$ cat config.mk
export PLATFORM = sky130hd
export DESIGN_NAME = alu_exec_stage
export DESIGN_NICKNAME = d
export VERILOG_FILES = /design/src/rtl/alu_pkg.sv /design/src/rtl/alu_seq_mul.sv /design/src/rtl/alu_exec_stage.sv
export SDC_FILE = /design/constraint.sdc
export NUM_CORES = 1
export LEC_CHECK = 0
export CORE_MARGIN = 1.5
export CORE_UTILIZATION = 60
export CTS_CLUSTER_SIZE = 10
export DETAILED_ROUTE_END_ITERATION = 7
export HOLD_SLACK_MARGIN = 0.06
export PLACE_DENSITY = 0.8
export SLEW_MARGIN = 20
export SYNTH_ARGS = -nofsm -noshare
export SYNTH_HDL_FRONTEND = slang
export SYNTH_SLANG_ARGS = --single-unit
$ cat constraint.sdc
create_clock -name clk -period 8.6 [get_ports clk]
set_clock_uncertainty 0.2 [all_clocks]
set_input_delay 2.58 -clock clk [delete_from_list [all_inputs] [get_ports clk]]
set_output_delay 2.58 -clock clk [all_outputs]
set_load 0.02 [all_outputs]
$ cat src/rtl/alu_pkg.sv
// Shared definitions for the ALU execute stage: default widths, opcode values
// and the stage state encoding.
package alu_pkg;

    localparam int ALU_WIDTH = 32;
    localparam int ALU_OPW   = 4;

    localparam logic [3:0] OP_ADD  = 4'd0;
    localparam logic [3:0] OP_SUB  = 4'd1;
    localparam logic [3:0] OP_AND  = 4'd2;
    localparam logic [3:0] OP_OR   = 4'd3;
    localparam logic [3:0] OP_XOR  = 4'd4;
    localparam logic [3:0] OP_NOR  = 4'd5;
    localparam logic [3:0] OP_SLT  = 4'd6;
    localparam logic [3:0] OP_SLTU = 4'd7;
    localparam logic [3:0] OP_SLL  = 4'd8;
    localparam logic [3:0] OP_SRL  = 4'd9;
    localparam logic [3:0] OP_SRA  = 4'd10;
    localparam logic [3:0] OP_MUL  = 4'd11;

    typedef enum logic [1:0] {
        S_IDLE = 2'd0,
        S_EXEC = 2'd1,
        S_DONE = 2'd2
    } state_t;

endpackage

$ cat src/rtl/alu_seq_mul.sv
// Iterative shift-add multiplier: one partial-product step per clock,
// WIDTH steps per multiply. 'done' is high during the step that finishes,
// and 'product' already includes that step, so the caller can capture it
// on the same edge.
module alu_seq_mul
    import alu_pkg::*;
#(
    parameter int WIDTH = ALU_WIDTH
) (
    input  logic             clk,
    input  logic             rst_n,
    input  logic             start,
    input  logic [WIDTH-1:0] multiplicand,
    input  logic [WIDTH-1:0] multiplier,
    output logic             busy,
    output logic             done,
    output logic [WIDTH-1:0] product
);

    localparam int CW = $clog2(WIDTH);
    localparam logic [CW-1:0] LAST = CW'(WIDTH - 1);

    logic [WIDTH-1:0] mcand;
    logic [WIDTH-1:0] mplier;
    logic [WIDTH-1:0] acc;
    logic [WIDTH-1:0] acc_nx;
    logic [CW-1:0]    count;

    assign acc_nx  = mplier[0] ? (acc + mcand) : acc;
    assign done    = busy && (count == LAST);
    assign product = acc_nx;

    // Load operands on start, then add/shift once per cycle until the last step.
    always_ff @(posedge clk or negedge rst_n) begin
        if (!rst_n) begin
            mcand  <= '0;
            mplier <= '0;
            acc    <= '0;
            count  <= '0;
            busy   <= 1'b0;
        end else if (start) begin
            mcand  <= multiplicand;
            mplier <= multiplier;
            acc    <= '0;
            count  <= '0;
            busy   <= 1'b1;
        end else if (busy) begin
            acc    <= acc_nx;
            mcand  <= mcand << 1;
            mplier <= mplier >> 1;
            count  <= count + CW'(1);
            if (count == LAST) begin
                busy <= 1'b0;
            end
        end
    end

endmodule

$ cat src/rtl/alu_exec_stage.sv
// Registered execute stage: single-cycle ALU ops, iterative multiply,
// valid/ready handshakes on both sides and registered Result/flags.
module alu_exec_stage
    import alu_pkg::*;
#(
    parameter int WIDTH = ALU_WIDTH,
    parameter int OPW   = ALU_OPW
) (
    input  logic             clk,
    input  logic             rst_n,
    input  logic             In_valid,
    output logic             In_ready,
    input  logic [OPW-1:0]   Opcode,
    input  logic [WIDTH-1:0] Source1,
    input  logic [WIDTH-1:0] Source2,
    output logic             Out_valid,
    input  logic             Out_ready,
    output logic [WIDTH-1:0] Result,
    output logic             Zero,
    output logic             Overflow,
    output logic             Illegal
);

    localparam int SW = $clog2(WIDTH);

    state_t           state;
    state_t           state_nx;
    logic             accept;
    logic             is_mul;
    logic [SW-1:0]    shamt;
    logic [WIDTH-1:0] sum;
    logic [WIDTH-1:0] diff;
    logic [WIDTH-1:0] alu_res;
    logic             alu_ovf;
    logic             alu_ill;
    logic             mul_busy;
    logic             mul_done;
    logic [WIDTH-1:0] mul_product;

    assign In_ready  = (state == S_IDLE);
    assign Out_valid = (state == S_DONE);
    assign accept    = In_valid && In_ready;
    assign is_mul    = (Opcode == OPW'(OP_MUL));
    assign shamt     = Source2[SW-1:0];
    assign sum       = Source1 + Source2;
    assign diff      = Source1 - Source2;

    alu_seq_mul #(
        .WIDTH(WIDTH)
    ) u_mul (
        .clk          (clk),
        .rst_n        (rst_n),
        .start        (accept && is_mul),
        .multiplicand (Source1),
        .multiplier   (Source2),
        .busy         (mul_busy),
        .done         (mul_done),
        .product      (mul_product)
    );

    // Single-cycle operations, evaluated on the live operands at acceptance.
    always_comb begin
        alu_res = '0;
        alu_ovf = 1'b0;
        alu_ill = 1'b0;
        case (Opcode)
            OPW'(OP_ADD): begin
                alu_res = sum;
                alu_ovf = (Source1[WIDTH-1] == Source2[WIDTH-1]) &&
                          (sum[WIDTH-1] != Source1[WIDTH-1]);
            end
            OPW'(OP_SUB): begin
                alu_res = diff;
                alu_ovf = (Source1[WIDTH-1] != Source2[WIDTH-1]) &&
                          (diff[WIDTH-1] != Source1[WIDTH-1]);
            end
            OPW'(OP_AND):  alu_res = Source1 & Source2;
            OPW'(OP_OR):   alu_res = Source1 | Source2;
            OPW'(OP_XOR):  alu_res = Source1 ^ Source2;
            OPW'(OP_NOR):  alu_res = ~(Source1 | Source2);
            OPW'(OP_SLT):  alu_res = {{(WIDTH-1){1'b0}}, ($signed(Source1) < $signed(Source2))};
            OPW'(OP_SLTU): alu_res = {{(WIDTH-1){1'b0}}, (Source1 < Source2)};
            OPW'(OP_SLL):  alu_res = Source1 << shamt;
            OPW'(OP_SRL):  alu_res = Source1 >> shamt;
            OPW'(OP_SRA):  alu_res = $signed(Source1) >>> shamt;
            OPW'(OP_MUL):  alu_res = '0;
            default:       alu_ill = 1'b1;
        endcase
    end

    // State register.
    always_ff @(posedge clk or negedge rst_n) begin
        if (!rst_n) begin
            state <= S_IDLE;
        end else begin
            state <= state_nx;
        end
    end

    // Next state: a result must be consumed before the next op can be accepted.
    always_comb begin
        state_nx = state;
        case (state)
            S_IDLE: begin
                if (accept) begin
                    state_nx = is_mul ? S_EXEC : S_DONE;
                end
            end
            S_EXEC: begin
                if (mul_busy && mul_done) begin
                    state_nx = S_DONE;
                end
            end
            S_DONE: begin
                if (Out_ready) begin
                    state_nx = S_IDLE;
                end
            end
            default: state_nx = S_IDLE;
        endcase
    end

    // Capture Result and flags once per operation; they hold through backpressure.
    always_ff @(posedge clk or negedge rst_n) begin
        if (!rst_n) begin
            Result   <= '0;
            Zero     <= 1'b0;
            Overflow <= 1'b0;
            Illegal  <= 1'b0;
        end else if ((state == S_IDLE) && accept && !is_mul) begin
            Result   <= alu_res;
            Zero     <= (alu_res == '0);
            Overflow <= alu_ovf;
            Illegal  <= alu_ill;
        end else if ((state == S_EXEC) && mul_busy && mul_done) begin
            Result   <= mul_product;
            Zero     <= (mul_product == '0);
            Overflow <= 1'b0;
            Illegal  <= 1'b0;
        end
    end

endmodule

==> run_results.csv, run 1 <==
group,metric,value,unit
global_route,grt_use_total,50.5,%
sta,setup_viol,0,
power,total_power,5500,uW
sta,layout_min_cycle_time,7870,ps
clock_network,clock_sinks,139,
global_route,grt_max_degree,110,
logic_synthesis,yosys.area.top_type,"dfrtp_1",
logic_synthesis,synth-async-reset-ratio,100,%
sta,finalSetupTns,0,ps
logic_synthesis,ys_ff_latch,139,
sta,fmax,127,MHz
logic_synthesis,syn_inst,2254,
clock_network,postCtsHoldBufs,0,
logic_synthesis,avgSynthCellArea,8.02,sq um
place,routabilityCongestion,1.14,
layout,layout-drive-gt1-share,10.0,%
clock_network,worstSkewPairLatency,470,ps
sta,hold_violations,0,
clock_network,cts_setup_buffers,0,
place,port_buffers,108,
sta,relSlewSlack,21.3,%
logic_synthesis,ys_top_cells_by_count,"nand2_1, o21ai_0, nor2_1",
floorplanning,fp-row-count,63,
worst_setup_path,path_max_fanout,12,
logic_synthesis,synth_top_family_by_area,"compound AO/OA/AOI/OAI gates",
logic_synthesis,yosys_warnings,0,
global_route,antenna_found_initial,5,
sta,grt_setup_unrepaired,"no",
worst_setup_path,crit_type,"input pin to register",
job,cap_violations,0,
logic_synthesis,synth_edf_count,0,
sta,min_period_over_period,91.5,%
min_path,hold_path_class,"register to register",
logic_synthesis,synthAdderAreaFrac,9.82,%
logic_synthesis,netlist_area,18100,sq um
layout,fin_nets,2479,
logic_synthesis,synthTopCellsByArea,"dfrtp_1, ha_1, mux2i_1, mux4_2, nand2_1",
sta,slew_violations,0,
floorplanning,io_pins,109,
sta,worst_pin_slew,1170,ps
clock_network,numCtsBuffers,17,
clock_network,cts_max_level,4,
place,dp_hpwl,57900,um
detailed_routing,avgViaCountPerCell,7.59,
status,outcome,"complete, no violations",
floorplanning,start_util,61.0,%
layout,final_util,67.7,%
logic_synthesis,synth-simple-area-share,17.5,%
logic_synthesis,synth-compound-area-share,27.3,%
layout,area_delta_synth_final,11.1,%
detailed_routing,drt-pass1-iter-count,7,
detailed_routing,first_iter_violations,3548,
logic_synthesis,synth_top_area_share,19.3,%
clock_network,cts_tree,"yes",
logic_synthesis,muxShareOfSynthArea,17.5,%
detailed_routing,wl,78900,um
global_route,grt_pass1_vias,19100,
global_route,grt_pass1_wl,118000,um
layout,n_antenna_cell,0,
logic_synthesis,synth_ff_type,"dfrtp_1",
logic_synthesis,yosysSeqAreaShare,19.3,%
floorplanning,die_width,177,um
worst_setup_path,critPathArrivalTime,8050,ps
power,vdd_drop_max,0.000188,V
logic_synthesis,synth.most_common_cell,"nand2_1",
clock_network,clockBufferDepth,2,
global_route,gr-total-overflow,0,
power,power_density,274,nW/um^2
logic_synthesis,synth_cell_types,88,
worst_setup_path,critPathCaptureType,"register",
floorplanning,die_area,31200,sq um
logic_synthesis,synth_xor_area_share,2.04,%
detailed_routing,via_count,20300,
worst_setup_path,crit_path_start_kind,"input pin",
worst_setup_path,crit_required,8780,ps
clock_network,cts.clk_slew.worst_paths,60,ps
power,p_leak,0.00833,uW
floorplanning,fp.coreArea,29600,sq um
sta,hold_slack,307,ps
logic_synthesis,synth_nets,2466,
floorplanning,die_h,177,um
layout,nFillCells,2402,
clock_network,root_buffer,"clkbuf_16",
detailed_routing,drc_errors,0,
detailed_routing,wl_per_cell,29.5,um
detailed_routing,drtAntennaViolNets,0,
clock_network,post_cts_resize_count,0,
area by class of cell:
cell class	instances	area (sq um)	share of cell area, %
inverters	112	420	2.10
multi-input cells	1822	13500	67.1
repair buffers	175	1580	7.85
well taps	390	488	2.43
clock buffers	18	439	2.19
flip-flops and latches	139	3480	17.4
clock inverters	14	206	1.03
path summary, 6_finish.rpt:
path                                           from                      endpoint  slack [ps]  cells after the start
min reg2reg                    Overflow$_DFFE_PN0P_          Overflow$_DFFE_PN0P_         310                      2
min in group asynchronous                     rst_n      u_mul.acc[2]$_DFFE_PN0P_        1980                      1
max in group asynchronous                     rst_n  u_mul.mplier[31]$_DFFE_PN0P_        4970                      2
max                                      Source1[8]              Zero$_DFFE_PN0P_         730                     15
min                            Overflow$_DFFE_PN0P_          Overflow$_DFFE_PN0P_         310                      2
max reg2reg                u_mul.acc[7]$_DFFE_PN0P_              Zero$_DFFE_PN0P_        3110                     13
state kept, by name (all words and copies together) (netlist names):
name,cells
state,2
Overflow,1
Zero,1
Result,32
Illegal,1
u_mul.mplier,32
u_mul.acc,32
u_mul.count,5
u_mul.mcand,32
u_mul.busy,1
through the flow:
step,instances,instance area (sq um),setup WS (ps)
finish,2670,20100,733
global route,2670,20100,685
CTS,2670,20100,1180
detailed placement,2638,19400,717
global placement,2638,19400,787
floorplan,2254,18100,1510
power by group:
group | internal [uW] | switching (uW) | total (uW)
clock network | 501 | 360 | 861
logic | 1300 | 2070 | 3370
registers | 951 | 319 | 1270
worst max-delay path: stages:
cell,delay [ps]
clkdlybuf4s50_1,910
inv_1,140
ha_1,470
or2_1,310
or3_1,320
a31oi_1,380
nor2_1,240
a2111oi_0,830
o21ai_0,220
a31oi_1,570
nor4b_1,390
nand4_1,240
nor3_1,240
nand3_1,120
o211ai_2,90
placed cells by master, fill, tap and decap left out, drive strengths merged, types with 26 or more instances in the layout:
| master | instances |
|---|---|
| nand2 | 262 |
| o21ai | 159 |
| nor2 | 155 |
| a21oi | 153 |
| mux2i | 146 |
| dfrtp | 139 |
| ha | 137 |
| inv | 118 |
| clkdlybuf4s50 | 102 |
| buf | 73 |
| a211oi | 60 |
| mux4 | 59 |
| nand3 | 48 |
| nor3 | 47 |
| o211ai | 40 |
| a21o | 35 |
| mux2 | 31 |
| xnor2 | 26 |
kinds of logic (layout without fill, tap and decap cells):
group	Yosys count	in the layout
AOI/OAI and AO/OA	728	728
and+or+nand+nor	676	676
buffers and inverters	293	319
muxes	236	236
adders and majority gates	140	140
DFF	139	139
xor gates and xnor gates	42	42
layer usage:
layer,GRT usage (%),share of wire [%]
met1,63.8,36
met2,75.4,42
met3,16.4,15
met4,29.2,6.7
met5,0,0.030
(Power assumes the default switching activity.)
==> inputs of run 2 (changes only) <==
--- a/config.mk
+++ b/config.mk
@@ -5,12 +5,15 @@
 export SDC_FILE = /design/constraint.sdc
 export NUM_CORES = 1
 export LEC_CHECK = 0
+export CELL_PAD_IN_SITES_DETAIL_PLACEMENT = 0
+export CELL_PAD_IN_SITES_GLOBAL_PLACEMENT = 1
 export CORE_MARGIN = 1.5
-export CORE_UTILIZATION = 60
+export CORE_UTILIZATION = 51
 export CTS_CLUSTER_SIZE = 10
 export DETAILED_ROUTE_END_ITERATION = 7
 export HOLD_SLACK_MARGIN = 0.06
-export PLACE_DENSITY = 0.8
+export PLACE_DENSITY_LB_ADDON = 0.1
+export SKIP_LAST_GASP = 1
 export SLEW_MARGIN = 20
 export SYNTH_ARGS = -nofsm -noshare
 export SYNTH_HDL_FRONTEND = slang
==> run_results.csv, run 2 (synthesis gave the netlist of run 1 again) <==
group,metric,value,unit
power,clockPowerShare,15.6,%
sta,fmax,125,MHz
floorplanning,fp-row-count,68,
floorplanning,fp.coreArea,34700,sq um
layout,instances_no_fill,2745,
clock_network,worstSkewPairLatency,470,ps
power,vdd_drop_max,0.000405,V
status,outcome,"complete, no violations",
power,power_density,262,nW/um^2
worst_setup_path,path_max_fanout,15,
sta,relSlewSlack,20.9,%
clock_network,root_buffer,"clkbuf_16",
worst_setup_path,crit_path_start_kind,"input pin",
clock_network,cts_max_level,4,
global_route,grt_use_total,43.0,%
clock_network,cts_setup_buffers,0,
worst_setup_path,critPathCaptureType,"register",
floorplanning,die_width,191,um
detailed_routing,via_count,19600,
power,power.internal,2750,uW
clock_network,clock_sinks,139,
detailed_routing,wl_per_cell,28.8,um
worst_setup_path,critPathArrivalTime,8210,ps
power,seqPwrFrac,23.7,%
sta,finalSetupTns,0,ps
sta,min_period_over_period,93.4,%
detailed_routing,wl,79000,um
power,p_comb_share,60.7,%
clock_network,postCtsHoldBufs,0,
detailed_routing,drc_errors,0,
sta,layout_min_cycle_time,8030,ps
clock_network,cts.clk_slew.worst_paths,60,ps
clock_network,numCtsBuffers,17,
layout,area_delta_synth_final,11.8,%
min_path,hold_path_class,"register to register",
clock_network,post_cts_resize_count,0,
clock_network,cts_tree,"yes",
sta,worst_pin_slew,1180,ps
clock_network,clockBufferDepth,2,
layout,final_area,20200,sq um
job,cap_violations,0,
sta,setup_viol,0,
sta,hold_slack,290,ps
global_route,antenna_found_initial,2,
place,routabilityCongestion,1.05,
place,dp.cells,2712,
sta,grt_setup_unrepaired,"no",
place,dp_hpwl,59000,um
detailed_routing,avgViaCountPerCell,7.12,
layout,layout-drive-gt1-share,10.3,%
min_path,holdPathStages,2,
global_route,gr-total-overflow,0,
layout,layout_commonest_cell,"nand2_1",
global_route,grt_pass1_vias,18600,
detailed_routing,first_iter_violations,2596,
floorplanning,io_pins,109,
global_route,grt_pass1_wl,117000,um
power,switchingPower,2540,uW
worst_setup_path,crit_required,8780,ps
layout,nFillCells,3258,
global_route,grt_max_degree,140,
layout,layout_common_cells,"nand2_1, o21ai_0, nor2_1",
sta,hold_violations,0,
power,swShare,48.1,%
floorplanning,die_h,191,um
layout,fin_nets,2488,
floorplanning,die_area,36600,sq um
worst_setup_path,crit_type,"input pin to register",
detailed_routing,drt-pass1-iter-count,8,
place,port_buffers,108,
worst_setup_path,rr_worst_depth,14,
floorplanning,start_util,52.0,%
detailed_routing,drtAntennaViolNets,0,
place,placed_cell_area,19600,sq um
sta,slew_violations,0,
power,p_leak,0.00835,uW
run 2: changes by cell type in the layout (fill, tap and decap cells not counted), sizes merged:
| cell | previous run | this run |
|---|---|---|
| clkbuf | 18 | 21 |
| buf | 73 | 82 |
| inv | 118 | 113 |
| diode | 0 | 1 |
| clkinvlp | 0 | 2 |
run 2: per-stage QoR:
step	util (%)	setup WS [ps]	power (uW)
after floorplan	-	1510	3410
after global placement	56.4	609	4270
after detailed placement	56.4	577	4370
after CTS	58.2	1030	5210
after global routing	58.2	572	5610
final	58.2	571	5290
run 2: final timing paths:
check                                       start                     endpoint  slack, ps
min in group asynchronous                   rst_n  u_mul.mplier[7]$_DFFE_PN0P_       1950
min reg2reg                Result[14]$_DFFE_PN0P_       Result[14]$_DFFE_PN0P_        290
max reg2reg                  state[0]$_DFFE_PN0P_             Zero$_DFFE_PN0P_       3650
min                        Result[14]$_DFFE_PN0P_       Result[14]$_DFFE_PN0P_        290
max                                   Source1[11]             Zero$_DFFE_PN0P_        570
max in group asynchronous                   rst_n  u_mul.mcand[25]$_DFFE_PN0P_       4860
run 2: worst max-delay path, cell delays in order:
cell	delay, ps
clkdlybuf4s50_1	1090
inv_1	180
ha_1	540
nor2_1	260
nand2_1	120
a31oi_1	260
o32ai_1	210
a2111oi_0	980
o21ai_0	250
a31oi_1	630
nor4b_1	350
nand4_1	270
nor3_1	280
nand3_1	110
o211ai_2	80
run 2: area by class of cell:
class	count	area [sq um]	area share, %
Sequential cell	139	3480	17.2
Multi-Input combinational cell	1822	13400	66.5
Clock inverter	11	168	0.830
Timing Repair Buffer	184	1670	8.25
Antenna cell	1	2.50	0.0124
Inverter	112	420	2.08
Tap cell	455	569	2.82
Clock buffer	21	450	2.23
run 2: power by group through the flow:
stage | logic [uW] | registers, uW | clock network, uW
after global routing | 3470 | 1290 | 858
after global placement | 3020 | 1250 | 0
after floorplan | 2230 | 1180 | 0
final | 3210 | 1260 | 825
after detailed placement | 3110 | 1260 | 0
after CTS | 3130 | 1250 | 828
run 2: layer usage:
metal	routed length, um	track usage [%]	vias up	share of wire, %
met1	30500	56.2	9402	39
met4	4200	19.7	2	5.3
met2	34600	66.3	1349	44
li1	-	-	8526	-
met5	13	0	-	0.016
met3	9720	11.0	272	12
